$ cat src/rtl/segment_rx.sv
// Recovers the digit pair shown on two 9-bit seven-segment buses: each bus is
// synchronised and debounced, and every new stable pair is offered on a valid/ready port.
module segment_rx #(
    parameter int STABLE_CYCLES = 8
) (
    input  logic       clk,
    input  logic       rst,
    input  logic [8:0] segment_led_1,
    input  logic [8:0] segment_led_2,
    input  logic       out_ready,
    output logic       out_valid,
    output logic [3:0] digit_1,
    output logic [3:0] digit_2,
    output logic       err_1,
    output logic       err_2,
    output logic       blank_1,
    output logic       blank_2,
    output logic       overrun
);

    localparam int CW = $clog2(STABLE_CYCLES + 1);
    localparam logic [CW-1:0] CNT_MAX = CW'(STABLE_CYCLES);

    logic [8:0]    s1_1, s2_1, cand_1;
    logic [8:0]    s1_2, s2_2, cand_2;
    logic [CW-1:0] cnt_1, cnt_2;
    logic [17:0]   last_pair;
    logic          reported;

    logic          stable_1, stable_2;
    logic [17:0]   pair;
    logic          pair_event, load;
    logic [5:0]    dec_1, dec_2;

    // Packed result is {digit[3:0], err, blank}; DP never reaches the decoder.
    function automatic logic [5:0] decode(input logic dig, input logic [6:0] seg);
        logic [5:0] res;
        if (dig) begin
            res = {4'hF, 1'b0, 1'b1};
        end else begin
            case (seg)
                7'h3F:   res = {4'd0, 2'b00};
                7'h06:   res = {4'd1, 2'b00};
                7'h5B:   res = {4'd2, 2'b00};
                7'h4F:   res = {4'd3, 2'b00};
                7'h66:   res = {4'd4, 2'b00};
                7'h6D:   res = {4'd5, 2'b00};
                7'h7D:   res = {4'd6, 2'b00};
                7'h07:   res = {4'd7, 2'b00};
                7'h7F:   res = {4'd8, 2'b00};
                7'h6F:   res = {4'd9, 2'b00};
                default: res = {4'hE, 1'b1, 1'b0};
            endcase
        end
        return res;
    endfunction

    always_ff @(posedge clk) begin
        if (rst) begin
            s1_1 <= '0;
            s2_1 <= '0;
            s1_2 <= '0;
            s2_2 <= '0;
        end else begin
            s1_1 <= segment_led_1;
            s2_1 <= s1_1;
            s1_2 <= segment_led_2;
            s2_2 <= s1_2;
        end
    end

    // Any change restarts the run at one sample; an unchanged bus counts up and saturates.
    always_ff @(posedge clk) begin
        if (rst) begin
            cand_1 <= '0;
            cnt_1  <= '0;
            cand_2 <= '0;
            cnt_2  <= '0;
        end else begin
            if (s2_1 != cand_1) begin
                cand_1 <= s2_1;
                cnt_1  <= CW'(1);
            end else if (cnt_1 != CNT_MAX) begin
                cnt_1 <= cnt_1 + CW'(1);
            end
            if (s2_2 != cand_2) begin
                cand_2 <= s2_2;
                cnt_2  <= CW'(1);
            end else if (cnt_2 != CNT_MAX) begin
                cnt_2 <= cnt_2 + CW'(1);
            end
        end
    end

    always_comb begin
        dec_1      = decode(cand_1[8], cand_1[6:0]);
        dec_2      = decode(cand_2[8], cand_2[6:0]);
        stable_1   = (cnt_1 == CNT_MAX);
        stable_2   = (cnt_2 == CNT_MAX);
        pair       = {cand_1, cand_2};
        pair_event = stable_1 && stable_2 && (!reported || (pair != last_pair));
        load       = pair_event && (!out_valid || out_ready);
    end

    // A blocked event leaves last_pair alone so the newer pair is retried after acceptance.
    always_ff @(posedge clk) begin
        if (rst) begin
            out_valid <= 1'b0;
            digit_1   <= '0;
            digit_2   <= '0;
            err_1     <= 1'b0;
            err_2     <= 1'b0;
            blank_1   <= 1'b0;
            blank_2   <= 1'b0;
            overrun   <= 1'b0;
            last_pair <= '0;
            reported  <= 1'b0;
        end else if (load) begin
            out_valid <= 1'b1;
            {digit_1, err_1, blank_1} <= dec_1;
            {digit_2, err_2, blank_2} <= dec_2;
            last_pair <= pair;
            reported  <= 1'b1;
        end else begin
            if (pair_event) begin
                overrun <= 1'b1;
            end
            if (out_valid && out_ready) begin
                out_valid <= 1'b0;
            end
        end
    end

endmodule
$ cat config.mk
export PLATFORM = sky130hd
export DESIGN_NAME = segment_rx
export DESIGN_NICKNAME = d
export VERILOG_FILES = /design/src/rtl/segment_rx.sv
export SDC_FILE = /design/constraint.sdc
export NUM_CORES = 1
export LEC_CHECK = 0
export ABC_AREA = 1
export ABC_CLOCK_PERIOD_IN_PS = 4000
export CORE_MARGIN = 10
export CORE_UTILIZATION = 30
export CTS_CLUSTER_DIAMETER = 200
export DETAILED_ROUTE_END_ITERATION = 7
export SYNTH_ARGS = -nofsm -noshare
export SYNTH_HDL_FRONTEND = slang
export SYNTH_SLANG_ARGS = --single-unit
export TNS_END_PERCENT = 5
$ cat constraint.sdc
create_clock -name clk -period 4 [get_ports clk]
set_input_delay 1 -clock clk [delete_from_list [all_inputs] [get_ports clk]]
set_output_delay 1 -clock clk [all_outputs]
set_load 0.02 [all_outputs]
* Word level (Yosys, flattened, before mapping)
Cells that the tools add are included.
** Word-level totals
- Bits in registers :: 95
- Output and inout port bits :: 14
- Logic and storage cells :: 74
** Cells by class
- Add/sub/neg operators :: 2
- Equality and inequality tests :: 27
- Muxes and demuxes :: 10
- Bitwise gates (word level) :: 1
- Reduce and logical (&&, ||, !) cells :: 14
** Operator list (number)
- 6-bit one-hot mux with 10 select lines :: 2
- 7-bit == test (second input constant) :: 14
- 7-bit by 3-bit == test with 1-bit output (second input constant) :: 4
- 18-bit inequality test :: 1
- 9-bit inequality test :: 2
- 7-bit by 6-bit == test with 1-bit output (second input constant) :: 2
- 6-bit 2-to-1 mux :: 2
- 4-bit by 1-bit adder with 4-bit output (second input constant) :: 2
- 4-bit == test (second input constant) :: 2
- 4-bit inequality test (second input constant) :: 2
- 1-bit 2-to-1 mux :: 6
- 2-bit nonzero test :: 3
- 1-bit logical AND :: 4
- 2-bit OR reduction :: 2
- 1-bit logical NOT :: 2
- 1-bit logical OR :: 2
- 2-bit AND reduction :: 1
- 1-bit inverter :: 1

* Logic depth before layout (Yosys ltp)
Gate-level depths: netlist (run 1).
- Word-level depth :: 6
- Depth in mapped cells :: 13
- Depth with buffers taken out :: 11

* Least setup slack after synthesis (run 1)
Ideal clock, no wire load.
- Path type :: input port to flip-flop
- From :: input port out_ready
- To :: register last_pair[10]
- Arrival :: 1640 ps
- Slack :: 2247 ps
- Stages on the path :: 7
- Path buffers :: 1
- Cells stage by stage :: nor2_1 -> inv_1 -> nand3_4 -> buf_6 -> nand2_1 -> nand2_1 -> nor2_1
** Between the ends
- Word-level cells in the longest chain between the ends :: 2
** RTL lines
- from (decl) :: RTL line 10 : input logic out_ready,
- 1-bit logical OR :: RTL line 102 : load = pair_event && (!out_valid || out_ready);
- 1-bit logical AND :: RTL line 102
- to (signal assigned) :: RTL line 122 : last_pair <= pair;
- to (decl) :: RTL line 27 : logic [17:0] last_pair;
Every way passes these cells.
A chain may end at the register's enable or synchronous reset.

* Worst setup path in the final report (run 1)
- From :: register blank_1
- To :: output port blank_1
** RTL lines
- from (decl) :: RTL line 16 : output logic blank_1,
- from (signal assigned) :: RTL line 113 : blank_1 <= 1'b0;
- from (signal assigned) :: RTL line 120 : {digit_1, err_1, blank_1} <= dec_1;
No word-level cell between the ends.

==> flow_summary.yaml, run 1 <==
run_status:
  run_status: "completed"
setup_path:
  critPathLaunchType: "flop"
  max_stage_delay_ns: 0.63
  crit_family: "buffers and inverters"
  reg2reg_slack_ns: 1.83
  crit_type: "reg -> out"
  rr_endpoint: "digit_2[2]"
  cp.required_ns: 3.00
  path_cells: "clkdlybuf4s50_1"
  worst_r2r_path_depth: 7
  crit-reg2reg-launch: "cnt_2[0]"
  worst_ep_arrival_time_ns: 1.35
  endpoint_kind: "output pin"
  cp_max_fo: 3
  cp.buffers_inverters: 1
  crit_path_top_delay_cell: "clkdlybuf4s50_1"
placed_design:
  dp_hpwl_um: 5587
  portBuffers: 34
  gp_congestion: 0.8106
  pre_cts_ws_ns: 1.403
clocking:
  htreeDepth: 3
  numCtsBuffers: 9
  tritoncts: "done"
  clk_latency_ns: 0.35
  cts_sinks: 93
  cts.repair.resized: 0
  cts_setup_buffers: 0
  cts-root-buf: "clkbuf_16"
  path_clk_slew_ns: 0.07
  holdBufCountCts: 0
  clockBufferDepth: 2
pwr:
  ir_drop_v: 0.0001903
  p_sw_frac: 0.2397
  total_power_mw: 1.976
  pwr-share-clk: 0.458
  leakagePower_nw: 2.353
  p_sw_mw: 0.4737
  power_density_nw_per_um2: 406.0
  pwr-share-seq: 0.490
  comb_power_share: 0.051
  internal_power_mw: 1.502
routing:
  post_drt_wl_per_cell_um: 9.576
  viasPerCell: 3.961
  routed_wl_um: 7891
  antenna_left: 0
  drtIter0Drc: 173
  drc: 0
  via_count: 3264
  dr.pass1.iters: 4
yosys:
  synth_mux_area_frac: 0
  synthAdderAreaFrac: 0.01220
  post-synth-top-count-cell: "nand2_1"
  synth_cells: 617
  post_synth_and_or_nand_nor_area_fraction: 0.3485
  synth-async-reset-ratio: 0
  synth-xor-area-share: 0.02774
  netlist.area_leader.share: 0.4537
  synth.distinct_cells: 24
  yosys-top-cells-count: "157 x nand2_1, 146 x nor2_1, 115 x inv_1"
  synth_top_cell_by_area: "dfxtp_1"
  synth_edf_count: 0
  yosys_warnings: 0
  yosys-top-cells-area: "dfxtp_1 45%, nand2_1 14%, nor2_1 13%, inv_1 11%, xor2_1 2.8%"
  synth_area_um2: 4104
  synth-seq-cells: 93
  synthFlopType: "dfxtp_1"
  synth_nets: 642
  synth-compound-area-share: 0.01646
  synth_top_family_by_area: "simple AND/OR/NAND/NOR gates"
  syn_area_per_cell_um2: 6.651
  yosysSeqAreaShare: 0.4537
floorplan:
  ios: 35
  die_area_um2: 18760
  start_util: 0.3075
  core_area_um2: 13350
  rows: 42
  die-width_um: 137.0
  fp.dieH_um: 137.0
final_layout:
  synthToLayoutAreaGrowth_pct: 18.60
  drive_gt1_frac: 0.04167
  multi_input_area_um2: 1662
  diodes: 0
  fill_cells: 1459
  post-route-util: 0.3646
  final_nets: 668
  ff_latch_area_um2: 1862
timing:
  setup_slack_ns: 1.647
  tightest_slew_ns: 0.5899
  slew_violations: 0
  clock_skew_ns: 0.007148
  finalSetupTns_ns: 0
  rsz0062_at_grt: "false"
  max_freq_ghz: 0.4251
  relSlewSlack: 0.6067
  period_share: 0.5881
  setup_viol: 0
  period_minus_slack_ns: 2.353
  final_hold_viol_count: 0
global_routing:
  grt_usage: 0.08856
  grt_pass1_wl_um: 13540
  antenna_found_initial: 0
  first_global_vias: 2941
  grt_max_degree: 58
  overflow: 0
hold_path:
  min_from: "s1_1[3]"
  worstHoldPathType: "reg -> reg"
  hold_depth: 2
  holdPathEnd: "s2_1[3]"
run:
  cap_violations: 0
[registers in the layout, indices dropped and copies added (netlist names)]
signal,cells
last_pair,17
cand_1,9
cand_2,9
s1_1,9
s1_2,9
s2_1,9
s2_2,9
cnt_1,4
cnt_2,4
digit_1,4
digit_2,4
blank_1,1
err_1,1
err_2,1
out_valid,1
overrun,1
reported,1
[worst max-delay path by stage]
stage | startpoint | endpoint | depth (start not counted)
CTS | blank_1 | blank_1 | 1
global placement | out_ready | digit_1[0] | 6
global route | out_ready | digit_2[3] | 7
finish | blank_1 | blank_1 | 1
floorplan | out_ready | last_pair[10] | 7
detailed placement | out_ready | digit_2[2] | 6
[cell usage in the layout (no fill, tap or decap)]
cell	count
bufinv_16	1
buf_2	1
nor4_1	2
o21a_1	1
clkdlybuf4s50_1	33
nor3_1	7
nand3b_1	1
or3_1	1
ha_1	4
dfxtp_1	93
a21oi_1	7
xor2_1	13
inv_2	5
nand3_1	22
nor2_2	1
inv_1	115
nor2_1	146
nand3_4	1
o21ai_0	5
buf_4	2
nand3_2	1
clkbuf_16	9
inv_6	2
clkinv_8	1
inv_8	3
nand4_1	14
nand2_1	157
[power by group through the flow]
stage / Clock (mW) / Sequential, mW / Combinational (mW)
CTS: 0.935 / 0.969 / 0.103
detailed placement: 0 / 0.991 / 0.103
global placement: 0 / 0.990 / 0.102
finish: 0.906 / 0.969 / 0.101
floorplan: 0 / 0.982 / 0.0716
global route: 0.968 / 0.972 / 0.119
[cells by family after synthesis]
family	count (synthesis)
adders and majority gates	4
buffers and inverters	141
and+or+nand+nor	353
DFF	93
AOI/OAI and AO/OA	13
xor gates and xnor gates	13
[per-layer routing]
layer / vias up / share of wire / track usage
met1: 1333 / 0.54 / 0.1201
met5: - / 0 / 0
met2: 59 / 0.38 / 0.1254
met4: 0 / 0.020 / 0.04215
met3: 10 / 0.060 / 0.02566
li1: 1862 / - / -
[per-stage QoR]
stage	instances	cell area, µm²	hold slack, ns
floorplan	617	4104	0.3883
global placement	808	4544	0.3909
detailed placement	808	4544	0.3916
CTS	824	4867	0.4021
global route	824	4867	0.4165
finish	824	4867	0.4008
[layout make-up]
type | instances | share of cell area
Tap cell | 176 | 0.04524
Clock inverter | 7 | 0.02005
Multi-Input combinational cell | 383 | 0.3414
Clock buffer | 9 | 0.04627
Sequential cell | 93 | 0.3825
Timing Repair Buffer | 36 | 0.07198
Inverter | 120 | 0.09254
Power figures use the tool's default switching activity.
==> run 2, diff against run 1 <==
Settings changed: ABC_CLOCK_PERIOD_IN_PS 4000 to 2100.
Clock period 4 ns to 2.1 ns, I/O delays scaled along.
==> run 2 against run 1 <==
Hold slack lost 0.0043 ns. Die area unchanged. Power rose by 82%. Sequential cell count unchanged. First-iteration DRC count increased by 8.7%. Count of clock-buffer cells in the layout increased by 2. Largest cell class unchanged.
==> flow_summary.yaml, run 2 (synthesis gave the netlist of run 1 again) <==
setup_path:
  endpoint_kind: "output pin"
  critPathLaunchType: "flop"
  cp.buffers_inverters: 1
  max_stage_delay_ns: 0.62
  path_cells: "clkdlybuf4s50_1"
  cp.required_ns: 1.57
  worst_ep_arrival_time_ns: 1.33
  cp_max_fo: 3
  crit_path_top_delay_cell: "clkdlybuf4s50_1"
  crit_type: "reg -> out"
  crit_family: "buffers and inverters"
floorplan:
  fp.dieH_um: 137.0
  die-width_um: 137.0
  ios: 35
  rows: 42
  start_util: 0.3075
  die_area_um2: 18760
  core_area_um2: 13350
clocking:
  cts_setup_buffers: 0
  path_clk_slew_ns: 0.07
  clockBufferDepth: 2
  cts.repair.resized: 0
  holdBufCountCts: 0
  tritoncts: "done"
  numCtsBuffers: 9
  cts_sinks: 93
  htreeDepth: 3
  cts-root-buf: "clkbuf_16"
  clk_latency_ns: 0.35
placed_design:
  portBuffers: 34
  dp_hpwl_um: 5857
  gp_congestion: 0.8504
timing:
  period_share: 0.8852
  slew_violations: 0
  rsz0062_at_grt: "false"
  finalSetupTns_ns: 0
  max_freq_ghz: 0.5380
  clock_skew_ns: 0.007903
  tightest_slew_ns: 0.5896
  relSlewSlack: 0.6033
  period_minus_slack_ns: 1.859
  final_hold_viol_count: 0
  setup_viol: 0
global_routing:
  grt_max_degree: 58
  first_global_vias: 3137
  grt_pass1_wl_um: 13990
  overflow: 0
  grt_usage: 0.09357
  antenna_found_initial: 0
final_layout:
  final_nets: 682
  layout_common_cells: "157 x nand2_1, 146 x nor2_1, 115 x inv_1, 93 x dfxtp_1, 33 x clkdlybuf4s50_1"
  synthToLayoutAreaGrowth_pct: 20.91
  diodes: 0
  largest_register_ffs: 17
  drive_gt1_frac: 0.06042
  fill_cells: 1443
  top_register: "last_pair"
  final_common_cell: "nand2_1"
run:
  cap_violations: 0
routing:
  via_count: 3340
  drtIter0Drc: 188
  routed_wl_um: 8150
  post_drt_wl_per_cell_um: 9.726
  antenna_left: 0
  viasPerCell: 3.986
  dr.pass1.iters: 4
  drc: 0
run_status:
  run_status: "completed"
pwr:
  leakagePower_nw: 2.416
  power_density_nw_per_um2: 726.5
  ir_drop_v: 0.0004297
  total_power_mw: 3.605
hold_path:
  worstHoldPathType: "reg -> reg"
## run 2: changes by cell type in the layout (fill, tap and decap cells not counted)
cell / delta
buf_4: +12
clkinv_4: +3
buf_12: +2
inv_6: -2
inv_8: -2
bufinv_16: -1
clkbuf_1: +1
clkbuf_8: +1
clkinv_8: -1
clkinvlp_4: +1
## run 2: report_power, final
part           switching [mW]  internal (mW)
registers              0.0288           1.81
clock network           0.709          0.850
logic                   0.115         0.0920
## run 2: per-stage QoR
stage	instances	util	cell area (µm²)	setup slack [ns]	hold slack, ns
finish	838	0.3718	4962	0.2412	0.3965
global route	838	0.3718	4962	0.1049	0.4141
CTS	838	0.3718	4962	0.2073	0.4032
detailed placement	822	0.3502	4674	0.2806	0.3928
global placement	822	0.3502	4674	0.2874	0.3905
floorplan	617	-	4104	0.5188	0.3883
## run 2: worst paths after layout
kind	endpoint	startpoint	cells after the start	slack, ns
min reg2reg	s2_2[1]	s1_2[1]	2	0.40
min	s2_2[1]	s1_2[1]	2	0.40
max reg2reg	cnt_2[2]	cand_2[2]	6	0.30
max	blank_1	blank_1	1	0.24
## run 2: area by class of cell
| cell class | count | area [µm²] | area share |
|---|---|---|---|
| multi-input combinational | 383 | 1662 | 0.3348 |
| sequential | 93 | 1862 | 0.3752 |
| inverter | 120 | 450.4 | 0.09077 |
| tap | 176 | 220.2 | 0.04438 |
| clock inverter | 5 | 45.04 | 0.009077 |
| clock buffer | 11 | 242.7 | 0.04892 |
| timing repair buffer | 50 | 480.5 | 0.09682 |
## run 2: layer usage
metal  track usage  share of wire  up-vias
met5             0              0        -
met3       0.03592          0.058        6
met1        0.1246           0.54     1384
met4       0.03981          0.013        0
li1              -              -     1886
met2        0.1310           0.39       64
==> run 3, diff against run 2 <==
Settings changed: ABC_CLOCK_PERIOD_IN_PS 2100 to 2350.
Clock period 2.1 ns to 2.35 ns, I/O delays scaled along.
==> run 3 against run 2 <==
Register-to-register slack improved by 0.03 ns. Largest cell class unchanged. Clock skew decreased by 0.0017 ns. Sequential power fell by 10%. Non-clock buffer count shrank 5. Largest power group unchanged. Design area fell by 0.48%. Highest routed layer unchanged.
==> flow_summary.yaml, run 3 (synthesis gave the netlist of run 1 again) <==
run_status:
  run_status: "completed"
timing:
  setup_viol: 0
  max_freq_ghz: 0.4955
  rsz0062_at_grt: "false"
  setup_slack_ns: 0.3319
  tightest_slew_ns: 0.6632
  final_hold_viol_count: 0
  period_minus_slack_ns: 2.018
  finalSetupTns_ns: 0
  timing.hold.ws_ns: 0.4007
  relSlewSlack: 0.5538
  clock_skew_ns: 0.006184
  slew_violations: 0
  period_share: 0.8588
global_routing:
  grt_pass1_wl_um: 13690
  first_global_vias: 3020
  grt_util_met1: 0.1221
  grt_usage: 0.08967
  grt_use_met2: 0.1262
  grt-busiest-layer: "met2"
  grtUsageMet3: 0.02529
  antenna_found_initial: 0
  overflow: 0
  grt_max_degree: 58
placed_design:
  portBuffers: 34
  placed_area_um2: 4624
  pre_cts_ws_ns: 0.3107
  dp.cells: 817
  gp_congestion: 0.8317
  dp_hpwl_um: 5728
floorplan:
  rows: 42
  fp.dieH_um: 137.0
  start_util: 0.3075
  ios: 35
  die-width_um: 137.0
  core_area_um2: 13350
  die_area_um2: 18760
pwr:
  ir_drop_v: 0.0003449
  leakagePower_nw: 2.396
  total_power_mw: 3.345
  power_density_nw_per_um2: 677.3
clocking:
  holdBufCountCts: 0
  cts_sinks: 93
  numCtsBuffers: 9
  cts_setup_buffers: 0
  cts-root-buf: "clkbuf_16"
  path_clk_slew_ns: 0.07
  tritoncts: "done"
  cts.repair.resized: 0
  clk_latency_ns: 0.35
  clockBufferDepth: 2
  htreeDepth: 3
final_layout:
  post-route-util: 0.3700
  top_register: "last_pair"
  instances_no_fill: 833
  synthToLayoutAreaGrowth_pct: 20.34
  largest_register_ffs: 17
  drive_gt1_frac: 0.05479
  diodes: 0
  final_area_um2: 4938
  final_nets: 677
  layout_common_cells: "157 x nand2_1, 146 x nor2_1, 115 x inv_1, 93 x dfxtp_1, 33 x clkdlybuf4s50_1"
  final_common_cell: "nand2_1"
setup_path:
  endpoint_kind: "flop"
  crit_type: "reg -> reg"
  cp.required_ns: 2.59
  cp_max_fo: 20
  critPathLaunchType: "flop"
  worst_ep_arrival_time_ns: 2.26
routing:
  dr.pass1.iters: 4
  drtIter0Drc: 187
  drc: 0
  post_drt_wl_per_cell_um: 9.541
  routed_wl_um: 7948
  antenna_left: 0
  viasPerCell: 3.996
  via_count: 3329
run:
  cap_violations: 0
hold_path:
  worstHoldPathType: "reg -> reg"
-- run 3: cell count changes in the layout (fill, tap and decap cells not counted), sizes merged --
cell and change:
buf -5, inv +3, clkbuf -2, clkinv -2, bufinv +1
-- run 3: final timing paths --
kind,endpoint,from,cells after the start,slack [ns]
max,digit_2[2],cnt_2[0],8,0.33
min,s2_2[2],s1_2[2],2,0.40
max reg2reg,digit_2[2],cnt_2[0],8,0.33
min reg2reg,s2_2[2],s1_2[2],2,0.40
-- run 3: layer usage --
metal  vias up  routed length [µm]
met5         -                   0
met4         0                 148
met3         9                 441
met2        63                3018
met1      1374                4340
li1       1883                   -
-- run 3: worst max-delay path, stage by stage (launching register included) --
cell and delay, ns:
dfxtp_1 0.32, inv_1 0.09, ha_1 0.17, nand3_1 0.20, nor2_1 0.41, nand3_4 0.30
buf_4 0.27, nor2_1 0.11, nor2_1 0.06
-- run 3: power by group --
group / switching [mW] / internal [mW]
combinational: 0.101 / 0.0806
sequential: 0.0284 / 1.62
clock: 0.665 / 0.852
total: 0.795 / 2.55
-- run 3: final cells by class --
cell class	count	area, µm²
flip-flops and latches	93	1862
inverters	120	450.4
fillers	1438	8409
well taps	176	220.2
multi-input cells	383	1662
repair buffers	45	430.4
clock buffers	9	225.2
clock inverters	7	88.84
